<file path="src/rtl/pu_msp430_reset_sequencer_if.sv">
// Reset sequencer signal bundle.
//   Requests, enables and cause clear flow from the reset sources (master)
//   into the sequencer (slave); sequenced domain resets, the sticky cause
//   record and the busy flag flow back out.
//   req_a      NUM_REQ      asynchronous reset requests, level, active-high
//   req_mask   NUM_REQ      1 = request enabled, quasi-static
//   cause_clr  1            single-cycle pulse, clears cause_o
//   rst_dom_o  NUM_DOMAINS  domain resets, active-high
//   cause_o    NUM_REQ      sticky record of enabled requests that fired
//   busy_o     1            high while any domain reset is asserted
interface pu_msp430_reset_sequencer_if #(
   parameter int unsigned NUM_REQ     = 4,
   parameter int unsigned NUM_DOMAINS = 3
) ();

   logic [NUM_REQ-1:0]     req_a;
   logic [NUM_REQ-1:0]     req_mask;
   logic                   cause_clr;
   logic [NUM_DOMAINS-1:0] rst_dom_o;
   logic [NUM_REQ-1:0]     cause_o;
   logic                   busy_o;

   modport master (
      output req_a,
      output req_mask,
      output cause_clr,
      input  rst_dom_o,
      input  cause_o,
      input  busy_o
   );

   modport slave (
      input  req_a,
      input  req_mask,
      input  cause_clr,
      output rst_dom_o,
      output cause_o,
      output busy_o
   );

endinterface

</file>
<file path="src/rtl/pu_msp430_reset_sequencer.sv">
// Parametrised reset sequencer.
//   Synchronises NUM_REQ asynchronous reset requests into clk, holds every
//   domain reset for at least STRETCH_CYCLES quiet edges, then releases the
//   NUM_DOMAINS domain resets one by one in index order, RELEASE_GAP edges
//   apart. A sticky cause register records which enabled requests fired.
// Ports:
//   clk  receiving clock
//   rst  master reset, synchronous, active-high
//   bus  slave side of pu_msp430_reset_sequencer_if (requests in, domain
//        resets / cause / busy out; all outputs come straight from flops)
module pu_msp430_reset_sequencer #(
   parameter int unsigned NUM_REQ        = 4,
   parameter int unsigned SYNC_STAGES    = 2,
   parameter int unsigned STRETCH_CYCLES = 16,
   parameter int unsigned NUM_DOMAINS    = 3,
   parameter int unsigned RELEASE_GAP    = 4
) (
   input logic                       clk,
   input logic                       rst,
   pu_msp430_reset_sequencer_if.slave bus
);

   localparam int unsigned CntMax = (STRETCH_CYCLES > RELEASE_GAP) ? STRETCH_CYCLES : RELEASE_GAP;
   localparam int unsigned CntW   = $clog2(CntMax + 1);

   localparam logic [CntW-1:0] StretchLast = CntW'(STRETCH_CYCLES);
   localparam logic [CntW-1:0] GapLast     = CntW'(RELEASE_GAP);
   localparam logic [CntW-1:0] CntOne      = CntW'(1);

   typedef enum logic [1:0] {StAssert, StStretch, StRelease, StRun} state_e;

   logic [SYNC_STAGES-1:0][NUM_REQ-1:0] sync_q;
   logic [NUM_REQ-1:0]                  req_s;
   logic [NUM_REQ-1:0]                  req_en;
   logic                                any_req;

   state_e                 state_q;
   logic [CntW-1:0]        cnt_q;
   logic [NUM_DOMAINS-1:0] dom_q;
   logic [NUM_DOMAINS-1:0] dom_shift;
   logic [NUM_REQ-1:0]     cause_q;
   logic                   busy_q;

   assign req_s   = sync_q[SYNC_STAGES-1];
   assign req_en  = req_s & bus.req_mask;
   assign any_req = |req_en;

   // Domains are released lowest index first, so the next pattern is the
   // current one shifted up by one; all zeros means the last domain is out.
   assign dom_shift = dom_q << 1;

   always_ff @(posedge clk) begin
      if (rst) begin
         sync_q  <= '0;
         state_q <= StStretch;
         cnt_q   <= '0;
         dom_q   <= '1;
         busy_q  <= 1'b1;
         cause_q <= '0;
      end else begin
         sync_q[0] <= bus.req_a;
         for (int i = 1; i < SYNC_STAGES; i++) begin
            sync_q[i] <= sync_q[i-1];
         end

         // A new cause wins over a simultaneous clear.
         cause_q <= (bus.cause_clr ? '0 : cause_q) | req_en;

         unique case (state_q)
            StAssert: begin
               // This edge is the first quiet one, so it already counts.
               if (!any_req) begin
                  state_q <= StStretch;
                  cnt_q   <= CntOne;
               end
            end

            StStretch: begin
               if (any_req) begin
                  state_q <= StAssert;
                  cnt_q   <= '0;
               end else if (cnt_q == StretchLast) begin
                  dom_q <= dom_shift;
                  cnt_q <= CntOne;
                  if (dom_shift == '0) begin
                     state_q <= StRun;
                     busy_q  <= 1'b0;
                     cnt_q   <= '0;
                  end else begin
                     state_q <= StRelease;
                  end
               end else begin
                  cnt_q <= cnt_q + CntOne;
               end
            end

            StRelease: begin
               if (any_req) begin
                  dom_q   <= '1;
                  state_q <= StAssert;
                  cnt_q   <= '0;
               end else if (cnt_q == GapLast) begin
                  dom_q <= dom_shift;
                  cnt_q <= CntOne;
                  if (dom_shift == '0) begin
                     state_q <= StRun;
                     busy_q  <= 1'b0;
                     cnt_q   <= '0;
                  end
               end else begin
                  cnt_q <= cnt_q + CntOne;
               end
            end

            StRun: begin
               if (any_req) begin
                  dom_q   <= '1;
                  busy_q  <= 1'b1;
                  state_q <= StAssert;
                  cnt_q   <= '0;
               end
            end
         endcase
      end
   end

   assign bus.rst_dom_o = dom_q;
   assign bus.cause_o   = cause_q;
   assign bus.busy_o    = busy_q;

endmodule

</file>
<file path="src/flat_wrapper.sv">
// flat-port wrapper written by rule: the top's interface ports become plain ports
module pu_msp430_reset_sequencer_flat 
#(
   parameter int unsigned NUM_REQ        = 4,
   parameter int unsigned SYNC_STAGES    = 2,
   parameter int unsigned STRETCH_CYCLES = 16,
   parameter int unsigned NUM_DOMAINS    = 3,
   parameter int unsigned RELEASE_GAP    = 4
)
  (clk, rst, bus_req_a, bus_req_mask, bus_cause_clr, bus_rst_dom_o, bus_cause_o, bus_busy_o);
  pu_msp430_reset_sequencer_if #(.NUM_REQ(NUM_REQ), .NUM_DOMAINS(NUM_DOMAINS)) bus_i ();
  input logic clk;
  input logic rst;
  input wire logic [$bits(bus_i.req_a)-1:0] bus_req_a;
  input wire logic [$bits(bus_i.req_mask)-1:0] bus_req_mask;
  input wire logic [$bits(bus_i.cause_clr)-1:0] bus_cause_clr;
  output wire logic [$bits(bus_i.rst_dom_o)-1:0] bus_rst_dom_o;
  output wire logic [$bits(bus_i.cause_o)-1:0] bus_cause_o;
  output wire logic [$bits(bus_i.busy_o)-1:0] bus_busy_o;
  assign bus_i.req_a = bus_req_a;
  assign bus_i.req_mask = bus_req_mask;
  assign bus_i.cause_clr = bus_cause_clr;
  assign bus_rst_dom_o = bus_i.rst_dom_o;
  assign bus_cause_o = bus_i.cause_o;
  assign bus_busy_o = bus_i.busy_o;
  pu_msp430_reset_sequencer #(.NUM_REQ(NUM_REQ), .SYNC_STAGES(SYNC_STAGES), .STRETCH_CYCLES(STRETCH_CYCLES), .NUM_DOMAINS(NUM_DOMAINS), .RELEASE_GAP(RELEASE_GAP)) u_core (.clk(clk), .rst(rst), .bus(bus_i));
endmodule
</file>
<file path="config.mk">
export PLATFORM = sky130hd
export DESIGN_NAME = pu_msp430_reset_sequencer_flat
export DESIGN_NICKNAME = d
export VERILOG_FILES = /design/src/rtl/pu_msp430_reset_sequencer_if.sv /design/src/rtl/pu_msp430_reset_sequencer.sv /design/src/flat_wrapper.sv
export SDC_FILE = /design/constraint.sdc
export NUM_CORES = 1
export LEC_CHECK = 0
export BUFFER_PORTS_ARGS = -buffer_cell sky130_fd_sc_hd__buf_2
export CAP_MARGIN = 25
export CORE_UTILIZATION = 48
export CTS_CLUSTER_SIZE = 14
export DETAILED_ROUTE_END_ITERATION = 10
export PLACE_DENSITY = 0.73
export SKIP_CTS_REPAIR_TIMING = 1
export SLEW_MARGIN = 25
export SYNTH_ARGS = -nofsm -noshare
export SYNTH_HDL_FRONTEND = slang
export SYNTH_SLANG_ARGS = --single-unit
</file>
<file path="constraint.sdc">
create_clock -name clk -period 1.5 [get_ports clk]
set_clock_uncertainty 0.2 [all_clocks]
set_input_delay 0.3 -clock clk [delete_from_list [all_inputs] [get_ports clk]]
set_output_delay 0.3 -clock clk [all_outputs]
set_load 0.02 [all_outputs]
</file>
==> results of run 1 <==
==> state kept, by name (all words and copies together), names as in the netlist <==
register              flops
u_core.state_q            2
u_core.bus.busy_o         1
u_core.bus.rst_dom_o      3
u_core.bus.cause_o        4
u_core.req_s              4
u_core.cnt_q              5
u_core.sync_q             4
==> routing by layer <==
| metal | share of wire, % | up-vias | track usage, % |
|---|---|---|---|
| met5 | 0 | - | 0 |
| met2 | 53 | 22 | 34.23 |
| met4 | 1.4 | 0 | 10.95 |
| met3 | 2.6 | 5 | 4.012 |
| li1 | - | 526 | - |
| met1 | 43 | 539 | 27.12 |
==> layout make-up <==
type	instances	area [um^2]
fill	136	454.2
multi-input combinational	85	730.7
clock inverter	1	5.005
sequential	23	478.0
timing repair buffer	46	315.3
clock buffer	3	22.52
inverter	6	22.52
tap	27	33.78
==> power groups by stage <==
stage          combinational [mW]  clock, mW  sequential, mW
2_1_floorplan               0.116          0           0.664
3_3_place_gp                0.196          0           0.661
3_5_place_dp                0.203          0           0.661
4_1_cts                     0.205      0.299           0.648
5_1_grt                     0.283      0.318           0.651
6_report                    0.264      0.298           0.648
==> cell families (layout without fill, tap and decap cells) <==
family	after synthesis	after routing	share of synthesized area (%)
simple gates	48	48	26.14
xor+xnor	1	1	0.7956
flops	23	23	41.82
compound gates	32	32	22.04
mux	2	2	1.932
fa+ha+maj	2	2	2.272
buf+inv	12	56	5.000
==> worst max-delay path: stages, from the launching register on <==
cell	delay (ns)
dfxtp_4	0.39
buf_6	0.12
nor4bb_2	0.30
a31oi_1	0.11
buf_4	0.16
nor3_2	0.18
a22oi_2	0.11
==> stage by stage <==
step	area (um^2)	hold WS [ns]
after floorplan	1127	0.2138
after global placement	1369	0.2214
after detailed placement	1369	0.2307
after CTS	1396	-0.02868
after global routing	1608	0.01907
final	1608	-0.01626
==> cell usage after synthesis (3+ instances only) <==
master | number | area [um^2]
dfxtp_1 | 23 | 460.4
nand2b_1 | 9 | 56.30
inv_1 | 6 | 22.52
a21oi_1 | 8 | 40.04
nor2b_1 | 10 | 62.56
nor2_1 | 5 | 18.77
a31oi_1 | 3 | 18.77
clkbuf_1 | 3 | 11.26
nand3_1 | 3 | 15.01
nand2_1 | 8 | 30.03
==> worst paths after layout <==
| path | cells past startpoint | endpoint | slack (ns) | start |
|---|---|---|---|---|
| worst max-delay path | 6 | u_core.bus.rst_dom_o[2] | -0.17 | u_core.state_q[0] |
| worst min register to register | 1 | u_core.req_s[3] | 0.25 | u_core.sync_q[3] |
| worst max register to register | 6 | u_core.bus.rst_dom_o[2] | -0.17 | u_core.state_q[0] |
| worst min-delay path | 2 | u_core.sync_q[1] | -0.02 | bus_req_a[1] |
==> results.ini, run 1 <==
[run_status]
status = finished with violations
violations = hold timing, setup timing

[sta]
slew_violations = 0
timing.setup.tns_ns = -1.209
tightest_slew_ns = 0.3026
slew_headroom_pct = 79.71
setup_viol = 11
fin_crit_ns = 1.671
finalCritPeriodShare_pct = 111.4
rsz0062_at_grt = yes
fin_ws_ns = -0.1705
max_freq_mhz = 598.6
hold_slack_ns = -0.01626
report.final.hold_viol_count = 1

[clock_tree]
cts_tree = yes
numCtsBuffers = 3
cts_htree_levels = 1
cts_root_buf = clkbuf_4
cts.clk_slew.worst_paths_ns = 0.13
cts_num_sinks = 23
clock_latency_ns = 0.32
cts_buffer_depth = 2

[critical_path]
crit_path_end_kind = flop
crit_fanout = 6
start_kind = flop
cp.arrival_ns = 1.69
required_ns = 1.52
critical_path_class = flop to flop

[synthesis]
ys_warn_count = 0
syn-cell-area_um2 = 1101
yosys_register_bits = 23
synthArstFlopShare_pct = 0
synth_area_per_cell_um2 = 9.175
ys_types = 42
yosysSeqAreaShare_pct = 41.82
syn_inst = 120
syn-num-nets = 133
synthFlopType = dfxtp_1
synth_edf_count = 0

[detailed_routing]
drt_wl_total_um = 3046
viasPerCell = 5.717
drtPass1Iterations = 4
vias = 1092
detail-route-antenna-nets = 0
drc = 0
drt-initial-drc-count = 28
wl_per_cell_um = 15.95

[pwr]
pwr-share-comb_pct = 21.8
power-per-cell-area_nw_per_um2 = 752.0
clkPwrFrac_pct = 24.6
intPower_mw = 0.8711
leakage_nw = 0.6056
power_mw = 1.209
peakVddDrop_mv = 0.8548
switching_power_mw = 0.3381
sw_frac_of_total_pct = 27.96
seqPwrFrac_pct = 53.6

[placement]
gp_congestion = 0.8419
dp.cells = 179
dpl.hpwl_um = 1781
port_buffers = 18
pre_cts_ws_ns = -0.1668

[die]
start_util_pct = 53.40
die_width_um = 49.90
ios = 19
fp.dieH_um = 49.90
die_area_um2 = 2490
fp-row-count = 16
coreArea_um2 = 2062

[grt]
grt_first_pass_wirelength_um = 4015
grt_max_degree = 22
grt_pass1_vias = 925
antenna_found_initial = 0
gr-total-overflow = 0
grt_usage_pct = 21.41

[final_layout]
antenna_cells = 0
drive_above_1_share_pct = 50.61
final_common_cell = buf_4
layout.nets = 178
post-route-util_pct = 77.97
instances_no_fill = 191
final_cell_mix = buf_4, buf_2, dfxtp_1
area_growth_pct = 46.02

[run]
maxCapViolCount = 0

[hold_path]
hold_path.class = input port to flop

Power figures use the tool's default switching activity.
==> run 2, diff against run 1 <==
CORE_UTILIZATION = 42   (was 48)
PLACE_DENSITY = 0.65   (was 0.73)
==> run 2 against run 1 <==
First-iteration DRC count decreased by 50%. Combinational power decreased by 11%. Global-route usage decreased by 2.3 points. The run still ends with hold timing, setup timing left.
==> results.ini, run 2 (synthesis results as in run 1) <==
[critical_path]
required_ns = 1.52  ; about the same
cp.arrival_ns = 1.70  ; was 1.69 ns
crit_path_end_kind = flop  ; unchanged
crit_fanout = 4  ; was 6
critical_path_class = flop to flop  ; unchanged
start_kind = flop  ; unchanged

[pwr]
power-per-cell-area_nw_per_um2 = 769.8  ; was 752.0 nW/um^2
power_mw = 1.179  ; was 1.209 mW
peakVddDrop_mv = 0.6316  ; was 0.8548 mV
leakage_nw = 0.5901  ; was 0.6056 nW

[die]
fp.dieH_um = 53.20  ; was 49.90 um
ios = 19  ; unchanged
start_util_pct = 44.44  ; was 53.40%
die_area_um2 = 2830  ; was 2490 um^2
fp-row-count = 18  ; was 16
die_width_um = 53.20  ; was 49.90 um
coreArea_um2 = 2477  ; was 2062 um^2

[placement]
port_buffers = 18  ; unchanged
dp.cells = 183  ; was 179
pre_cts_ws_ns = -0.1914  ; was -0.1668 ns
gp_congestion = 0.7807  ; was 0.8419
dpl.hpwl_um = 1827  ; was 1781 um

[clock_tree]
cts_buffer_depth = 2  ; unchanged
cts_root_buf = clkbuf_4  ; unchanged
cts_htree_levels = 1  ; unchanged
cts_tree = yes  ; unchanged
numCtsBuffers = 3  ; unchanged
cts_num_sinks = 23  ; unchanged
cts.clk_slew.worst_paths_ns = 0.13  ; about the same
clock_latency_ns = 0.32  ; about the same

[final_layout]
largest_reg_flops = 5  ; unchanged
regMostFlops = u_core.cnt_q  ; unchanged
antenna_cells = 0  ; unchanged
final_common_cell = buf_4  ; unchanged
drive_above_1_share_pct = 46.34  ; was 50.61%
layout.nets = 178  ; unchanged
final_cell_mix = buf_4, buf_2, dfxtp_1  ; unchanged
instances_no_fill = 194  ; was 191
area_growth_pct = 39.09  ; was 46.02%

[grt]
antenna_found_initial = 0  ; unchanged
grt_pass1_vias = 864  ; was 925
grt_first_pass_wirelength_um = 3857  ; was 4015 um
gr-total-overflow = 0  ; unchanged
grt_max_degree = 17  ; was 22
grt_usage_pct = 19.08  ; was 21.41%

[sta]
rsz0062_at_grt = yes  ; unchanged
setup_viol = 9  ; was 11
report.final.hold_viol_count = 2  ; was 1
slew_headroom_pct = 77.77  ; was 79.71%
fin_ws_ns = -0.1754  ; was -0.1705 ns
finalCritPeriodShare_pct = 111.7  ; was 111.4%
timing.setup.tns_ns = -0.8423  ; was -1.209 ns
slew_violations = 0  ; unchanged
max_freq_mhz = 596.9  ; was 598.6 MHz
fin_crit_ns = 1.675  ; was 1.671 ns
hold_slack_ns = -0.02042  ; was -0.01626 ns
tightest_slew_ns = 0.3335  ; was 0.3026 ns

[detailed_routing]
drtPass1Iterations = 4  ; unchanged
drt_wl_total_um = 2562  ; was 3046 um
drt-initial-drc-count = 14  ; was 28
detail-route-antenna-nets = 0  ; unchanged
drc = 0  ; unchanged
wl_per_cell_um = 13.21  ; was 15.95 um
vias = 1024  ; was 1092
viasPerCell = 5.278  ; was 5.717

[run_status]
status = finished with violations  ; unchanged
violations = hold timing, setup timing  ; unchanged

[run]
maxCapViolCount = 0  ; unchanged

[hold_path]
hold_path.class = input port to flop  ; unchanged

run 2: cell types whose count changed in the layout (fill, tap and decap cells not counted), moves of 2 or more:
cell     change
a22oi_2      -2
a22oi_1      +2
nand2_2      +2
a31oi_2      -2
dfxtp_4      -2
a31oi_1      +2
dfxtp_1      +2
run 2: per-stage QoR:
step	cell area (um^2)	hold slack, ns	utilization (%)
finish	1531	-0.02042	61.82
global placement	1380	0.2197	55.71
detailed placement	1380	0.2265	55.71
global route	1531	0.002564	61.82
CTS	1408	-0.02033	56.82
floorplan	1127	0.2138	-
run 2: final timing paths:
path / startpoint / end / slack, ns / cells past startpoint
setup / recovery: u_core.cnt_q[0] / u_core.bus.rst_dom_o[0] / -0.18 / 6
hold / removal: bus_req_a[3] / u_core.sync_q[3] / -0.02 / 2
hold reg to reg: u_core.sync_q[0] / u_core.req_s[0] / 0.25 / 1
setup reg to reg: u_core.cnt_q[0] / u_core.bus.rst_dom_o[0] / -0.18 / 6
run 2: per-layer routing:
layer / up-vias / track usage (%) / share of wire, %
li1: 525 / - / -
met1: 477 / 24.35 / 50
met2: 18 / 31.67 / 47
met3: 4 / 3.448 / 2.1
met4: 0 / 6.579 / 1.5
met5: - / 0 / 0
run 2: where the power goes:
part / total, mW / switching [mW] / internal, mW
Clock: 0.295 / 0.195 / 0.100
Combinational: 0.235 / 0.110 / 0.125
Sequential: 0.648 / 0.0134 / 0.635
Total: 1.18 / 0.319 / 0.860
run 2: area by class of cell:
cell class | count | area, um^2
clock buffers | 3 | 22.52
fillers | 223 | 945.9
repair buffers | 45 | 301.5
flip-flops and latches | 23 | 470.5
multi-input cells | 86 | 671.9
well taps | 30 | 37.54
inverters | 6 | 22.52
clock inverters | 1 | 5.005
run 2: worst max-delay path, stage by stage (launching register included):
cell       delay, ns
dfxtp_2         0.35
inv_2           0.07
ha_4            0.13
nand4bb_1       0.12
o211ai_1        0.28
a32oi_2         0.11
a221o_1         0.31
